File: config.mk
export PLATFORM = sky130hd
export DESIGN_NAME = pipe_stage_reg
export DESIGN_NICKNAME = d
export VERILOG_FILES = /design/src/rtl/pipe_stage_reg.sv
export SDC_FILE = /design/constraint.sdc
export NUM_CORES = 1
export LEC_CHECK = 0
export ABC_AREA = 1
export CAP_MARGIN = 20
export CORE_MARGIN = 4
export CORE_UTILIZATION = 50
export CTS_CLUSTER_DIAMETER = 200
export DETAILED_ROUTE_END_ITERATION = 10
export GPL_ROUTABILITY_DRIVEN = 1
export PLACE_DENSITY = 0.87
export SLEW_MARGIN = 20
export SYNTH_ARGS = -nofsm -noshare
export SYNTH_HDL_FRONTEND = slang
export SYNTH_SLANG_ARGS = --single-unit
File: constraint.sdc
create_clock -name clk -period 3.2 [get_ports clk]
set_clock_uncertainty 0.05 [all_clocks]
set_input_delay 0.48 -clock clk [delete_from_list [all_inputs] [get_ports clk]]
set_output_delay 0.48 -clock clk [all_outputs]
set_load 0.02 [all_outputs]
File: src/rtl/pipe_stage_reg.sv
// Inter-stage pipeline latch with valid/ready handshake, synchronous flush,
// optional 2-entry skid buffer and a saturating stall-cycle counter.
module pipe_stage_reg #(
  parameter int               WIDTH       = 32,
  parameter logic [WIDTH-1:0] RESET_VALUE = '0,
  parameter bit               SKID        = 1'b1,
  parameter int               CNT_W       = 16
) (
  input  logic             clk,
  input  logic             reset,
  input  logic             flush,
  input  logic             in_valid,
  output logic             in_ready,
  input  logic [WIDTH-1:0] in_data,
  output logic             out_valid,
  input  logic             out_ready,
  output logic [WIDTH-1:0] out_data,
  output logic [CNT_W-1:0] stall_count
);

  typedef enum logic [1:0] {EMPTY = 2'd0, ONE = 2'd1, FULL = 2'd2} state_t;

  state_t           state;
  logic [WIDTH-1:0] main_q;
  logic [WIDTH-1:0] skid_q;
  logic             accept;
  logic             pop;

  assign out_valid = (state != EMPTY);
  assign out_data  = main_q;

  // Skid mode decodes in_ready from state alone so upstream never sees out_ready.
  generate
    if (SKID) begin : g_skid
      assign in_ready = (state != FULL);
    end else begin : g_noskid
      assign in_ready = !out_valid || out_ready;
    end
  endgenerate

  assign accept = in_valid && in_ready;
  assign pop    = out_valid && out_ready;

  always_ff @(posedge clk or negedge reset) begin
    if (!reset) begin
      state  <= EMPTY;
      main_q <= RESET_VALUE;
      skid_q <= RESET_VALUE;
    end else if (flush) begin
      // Handshakes in this cycle still complete; their data is simply dropped.
      state  <= EMPTY;
      main_q <= RESET_VALUE;
      skid_q <= RESET_VALUE;
    end else begin
      case (state)
        EMPTY: begin
          if (accept) begin
            state  <= ONE;
            main_q <= in_data;
          end
        end
        ONE: begin
          if (accept && (pop || !SKID)) begin
            main_q <= in_data;
          end else if (accept) begin
            state  <= FULL;
            skid_q <= in_data;
          end else if (pop) begin
            state <= EMPTY;
          end
        end
        FULL: begin
          if (pop) begin
            state  <= ONE;
            main_q <= skid_q;
          end
        end
        default: state <= EMPTY;
      endcase
    end
  end

  // Counts backpressure cycles; saturates instead of wrapping, survives flush.
  always_ff @(posedge clk or negedge reset) begin
    if (!reset) begin
      stall_count <= '0;
    end else if (out_valid && !out_ready && (stall_count != {CNT_W{1'b1}})) begin
      stall_count <= stall_count + CNT_W'(1);
    end
  end

endmodule
Word-level counts from Yosys, hierarchy flattened:

Index checks and enable logic that the tools add are counted.
Widths: inputs -> output; s select.

* add/subtract/negate cells: 1
* equality and inequality tests: 10
* muxes and demuxes: 15
* reduce and logical (&&, ||, !) cells: 14

Operators with widths (count)
* $mux 32: 7
* $pmux 32 s3: 1
* $add 16x1->16 const B: 1
* $ne 16x16->1 const B: 1
* $mux 2: 6
* $ne 3x3->1 const B: 4
* $reduce_and 4->1: 2
* $pmux 2 s3: 1
* $reduce_bool 2->1: 3
* $logic_and 1x1->1: 5
* $ne 2x2->1 const B: 2
* $ne 4x4->1 const B: 1
* $reduce_bool 4->1: 1
* $reduce_and 3->1: 1
* $eq 2x1->1 const B: 1
* $eq 2x2->1 const B: 1
* $logic_not 2->1: 1
* $logic_not 1->1: 1

* flip-flop bits (word level): 82
* input bits: 37
* output and inout bits: 50
* word-level logic and storage cells: 44

Longest topological paths before layout:

* depth in word-level cells: 7
* depth in mapped cells: 9
* depth with buffers taken out: 8

Worst setup path before layout:

OpenSTA, ideal clock, no wires.

* path kind: flip-flop to flip-flop
* from: register stall_count[0]
* to: register stall_count[3]
* library setup time: 0.119 ns
* data arrival time: 1.565 ns
* required time: 3.031 ns
* path slack: 1.466 ns
* cell stages (with the launch flop): 10
* buffers on the path: 1
* period minus slack after synthesis: 1.734 ns
* cell sequence: dfrtp_1 ha_1 inv_1 nor2_2 nand3_1 nand2_2 nand2_4 buf_12 nand2_1 o21ai_2

* longest elaborated chain between the ends: 2
* elaborated cells on any way between the ends: 3
* classes of those cells: 1 x add/sub; 1 x eq/ne; 1 x reduce/logical

Ends and longest elaborated chain
* from (decl): RTL line 18 `output logic [CNT_W-1:0] stall_count`
* from (signal assigned): RTL line 88 `stall_count <= stall_count + CNT_W'(1);`
* branches (longest 2 deep; another with $add 16x1->16)

Several ways; the timed one is not identified.
A chain may end at the register's enable or synchronous reset.

Final worst setup path:

* from: register state[0]
* to: output in_ready

* longest elaborated chain between the ends: 1

Ends and longest elaborated chain
* from (decl): RTL line 23 `state_t state;`
* from (signal assigned): RTL line 46 `state <= EMPTY;`
* from (signal assigned): RTL line 51 `state <= EMPTY;`
* from (signal assigned): RTL line 58 `state <= ONE;`
* $ne 2x2->1: RTL line 35 `assign in_ready = (state != FULL);`
* to (decl): RTL line 13 `output logic in_ready,`

No other way between the ends.

==> flow_summary_export.csv <==
group,metric,value,unit
placed_design,gp_congestion,0.844,
timing,fin_crit,2.49,ns
route,num_vias,3746,
floorplanning,die_area,0.0100,mm2
floorplanning,rows,33,
floorplanning,die_h,100,um
power,p_leak,2.55,nW
synthesis,synth_edf_count,0,
route,drtAntennaViolNets,0,
critical_path,endpoint,"in_ready",
critical_path,critPathCaptureType,"output port",
critical_path,r2r_start,"state[0]",
outcome,run_status,"finished clean",
synthesis,yosysTopAreaCell,"dfrtp_1",
synthesis,ys_types,24,
placed_design,dp.cells,689,
floorplanning,die_w,100,um
synthesis,synthesis.area,0.00425,mm2
clocking,cts-root-buf,"clkbuf_8",
synthesis,synth_top_area_share,48.3,%
power,seq_power_share,42.2,%
power,sw_frac_of_total,35.4,%
critical_path,r2r-end,"out_data[11]",
clocking,ctsHoldBuffers,0,
timing,slew-limit-headroom,46.1,%
critical_path,critPathSlowestCell,"clkdlybuf4s50_1",
synthesis,yosys_warnings,0,
timing,max_clock_freq,0.402,GHz
synthesis,synth_area_leaders,"dfrtp_1 48%, nand2_1 13%, o21ai_2 8.0%",
synthesis,syn_inst,521,
grt,grt_pass1_wl,17100,um
clocking,htreeDepth,3,
critical_path,r2r_slack,1.01,ns
route,wl_per_cell,14.1,um
final_layout,layout.cells.non_filler,704,
route,first_pass_iters,4,
final_layout,nNetsFinal,633,
timing,setup_tns,0,ns
flow_run,maxCapViolations,0,
power,p_comb_share,33.5,%
critical_path,cp.required,2.67,ns
timing,setup_viol,0,
critical_path,crit_path_cell_trace,"inv_2 -> nand2_4 -> clkdlybuf4s50_1",
placed_design,port_buffers,86,
placed_design,placed_area,0.00508,mm2
power,p_per_area,606,mW/mm2
clocking,path_clk_slew,0.08,ns
timing,slew_viol_final,0,
timing,rsz0062_at_grt,"no",
clocking,postCtsSetupBuffers,0,
synthesis,synth_top_flop_cell,"dfrtp_1",
synthesis,ys_async_sr_fraction,100,%
critical_path,crit_cells,3,
clocking,clockBufferDepth,2,
route,viasPerCell,5.32,
critical_path,startpoint,"state[0]",
floorplanning,initial_core_util,51.5,%
critical_path,path_delay_family,"buffers and inverters",
clocking,cts_num_sinks,82,
critical_path,criticalPathCategory,"flip-flop to output port",
clocking,cts_inserted_buffers,9,
final_layout,area_growth_syn_to_layout,24.4,%
grt,antenna_found_initial,0,
critical_path,crit_buf_inv,2,
placed_design,dp_hpwl,6920,um
route,drcViolationCount,0,
final_layout,diodes,0,
grt,gr-total-overflow,0,
critical_path,max_stage_delay,0.69,ns
clocking,cts_tree,"built",
synthesis,synth_area_per_cell,8.16,um2
floorplanning,pin_count,87,
power,power_switching,1.13,mW
final_layout,drive_above_1_share,12.4,%
timing,final_hold_viol_count,0,
final_layout,postLayoutCoreUtil,64.0,%
synthesis,synth_most_common_cell,"nand2_1",
critical_path,rr_worst_depth,7,
synthesis,synthesis.nets,559,
power,power.total,3.20,mW
power,power.internal,2.07,mW
min_path,hold_path.class,"primary input to async pin",
final_layout,fin_area,0.00529,mm2
route,drt_wl_total,9950,um
final_layout,nFillCells,692,
critical_path,cp.arrival,1.96,ns
synthesis,ys_ff_latch,82,
power,ir_drop,0.000347,V
synthesis,synthTopCellsByCount,"152 x nand2_1, 82 x dfrtp_1, 53 x nand3_1, 53 x nor2_1, 47 x inv_1",
timing,finalCritPeriodShare,77.8,%
route,drt_iter0_drc,357,
grt,grt_max_degree,83,
power,clockPowerShare,24.2,%
grt,grt_pass1_vias,3697,
critical_path,start_kind,"flip-flop",
critical_path,crit_path_max_fanout,36,
floorplanning,core,0.00826,mm2
grt,track_usage,20.8,%
timing,tightest_slew,0.808,ns
clocking,cts_resized,0,
synthesis,ys_seq_area_share,48.3,%
clocking,clock_latency,0.35,ns
routing by layer:
metal | vias to the layer above | part of all wire (%) | global-route usage (%)
li1 | 1823 | - | -
met1 | 1789 | 44 | 28.2
met2 | 121 | 48 | 33.7
met3 | 13 | 6.7 | 4.52
met4 | 0 | 1.2 | 6.42
met5 | - | 0 | 0
cell usage in the layout (no fill, tap or decap), drive strengths merged:
master           n
inv             49
clkdlybuf4s50   84
nand4            5
nor2            58
o21ai           42
nand2          159
bufinv           1
o22ai           32
nand3           53
ha               1
nor3             3
dfrtp           82
clkinv           2
buf              6
xor2             8
clkbuf          13
a21oi            1
stage by stage:
step           worst slack (ns)  hold WS (ns)
3_3_place_gp              0.913         0.420
4_1_cts                   0.725         0.290
6_report                  0.710         0.121
5_1_grt                   0.629         0.175
3_5_place_dp              0.818         0.418
2_1_floorplan              1.47         0.134
power by group through the flow:
stage | combinational (mW) | clock, mW | sequential, mW
6_report | 1.07 | 0.777 | 1.35
3_3_place_gp | 1.05 | 0 | 1.36
3_5_place_dp | 1.08 | 0 | 1.37
4_1_cts | 1.08 | 0.790 | 1.35
2_1_floorplan | 0.516 | 0 | 1.51
5_1_grt | 1.17 | 0.836 | 1.38
how the worst min path moves through the flow:
stage / end / cells past startpoint
after global placement: out_data[2] / 2
after CTS: stall_count[8] / 1
after floorplan: out_data[0] / 0
after global routing: out_data[19] / 1
after detailed placement: out_data[0] / 2
final: out_data[23] / 1
flip-flops by register name (all words and copies together) (netlist names):
register,flops
stall_count,16
out_data,32
skid_q,32
state,2
final cells by class:
cell class | count | area [um2] | share of cell area [%]
Clock buffer | 13 | 169 | 3.19
Clock inverter | 2 | 35.0 | 0.662
Timing Repair Buffer | 90 | 887 | 16.8
Inverter | 50 | 188 | 3.55
Sequential cell | 82 | 2050 | 38.8
Multi-Input combinational cell | 362 | 1830 | 34.5
Tap cell | 105 | 131 | 2.48
cells by family after synthesis:
| group | share of synthesized area (%) |
|---|---|
| simple gates | 27.8 |
| buf+inv | 8.74 |
| fa+ha+maj | 0.294 |
| compound gates | 13.2 |
| xor+xnor | 1.65 |
| flops | 48.3 |
(Power assumes the default switching activity.)
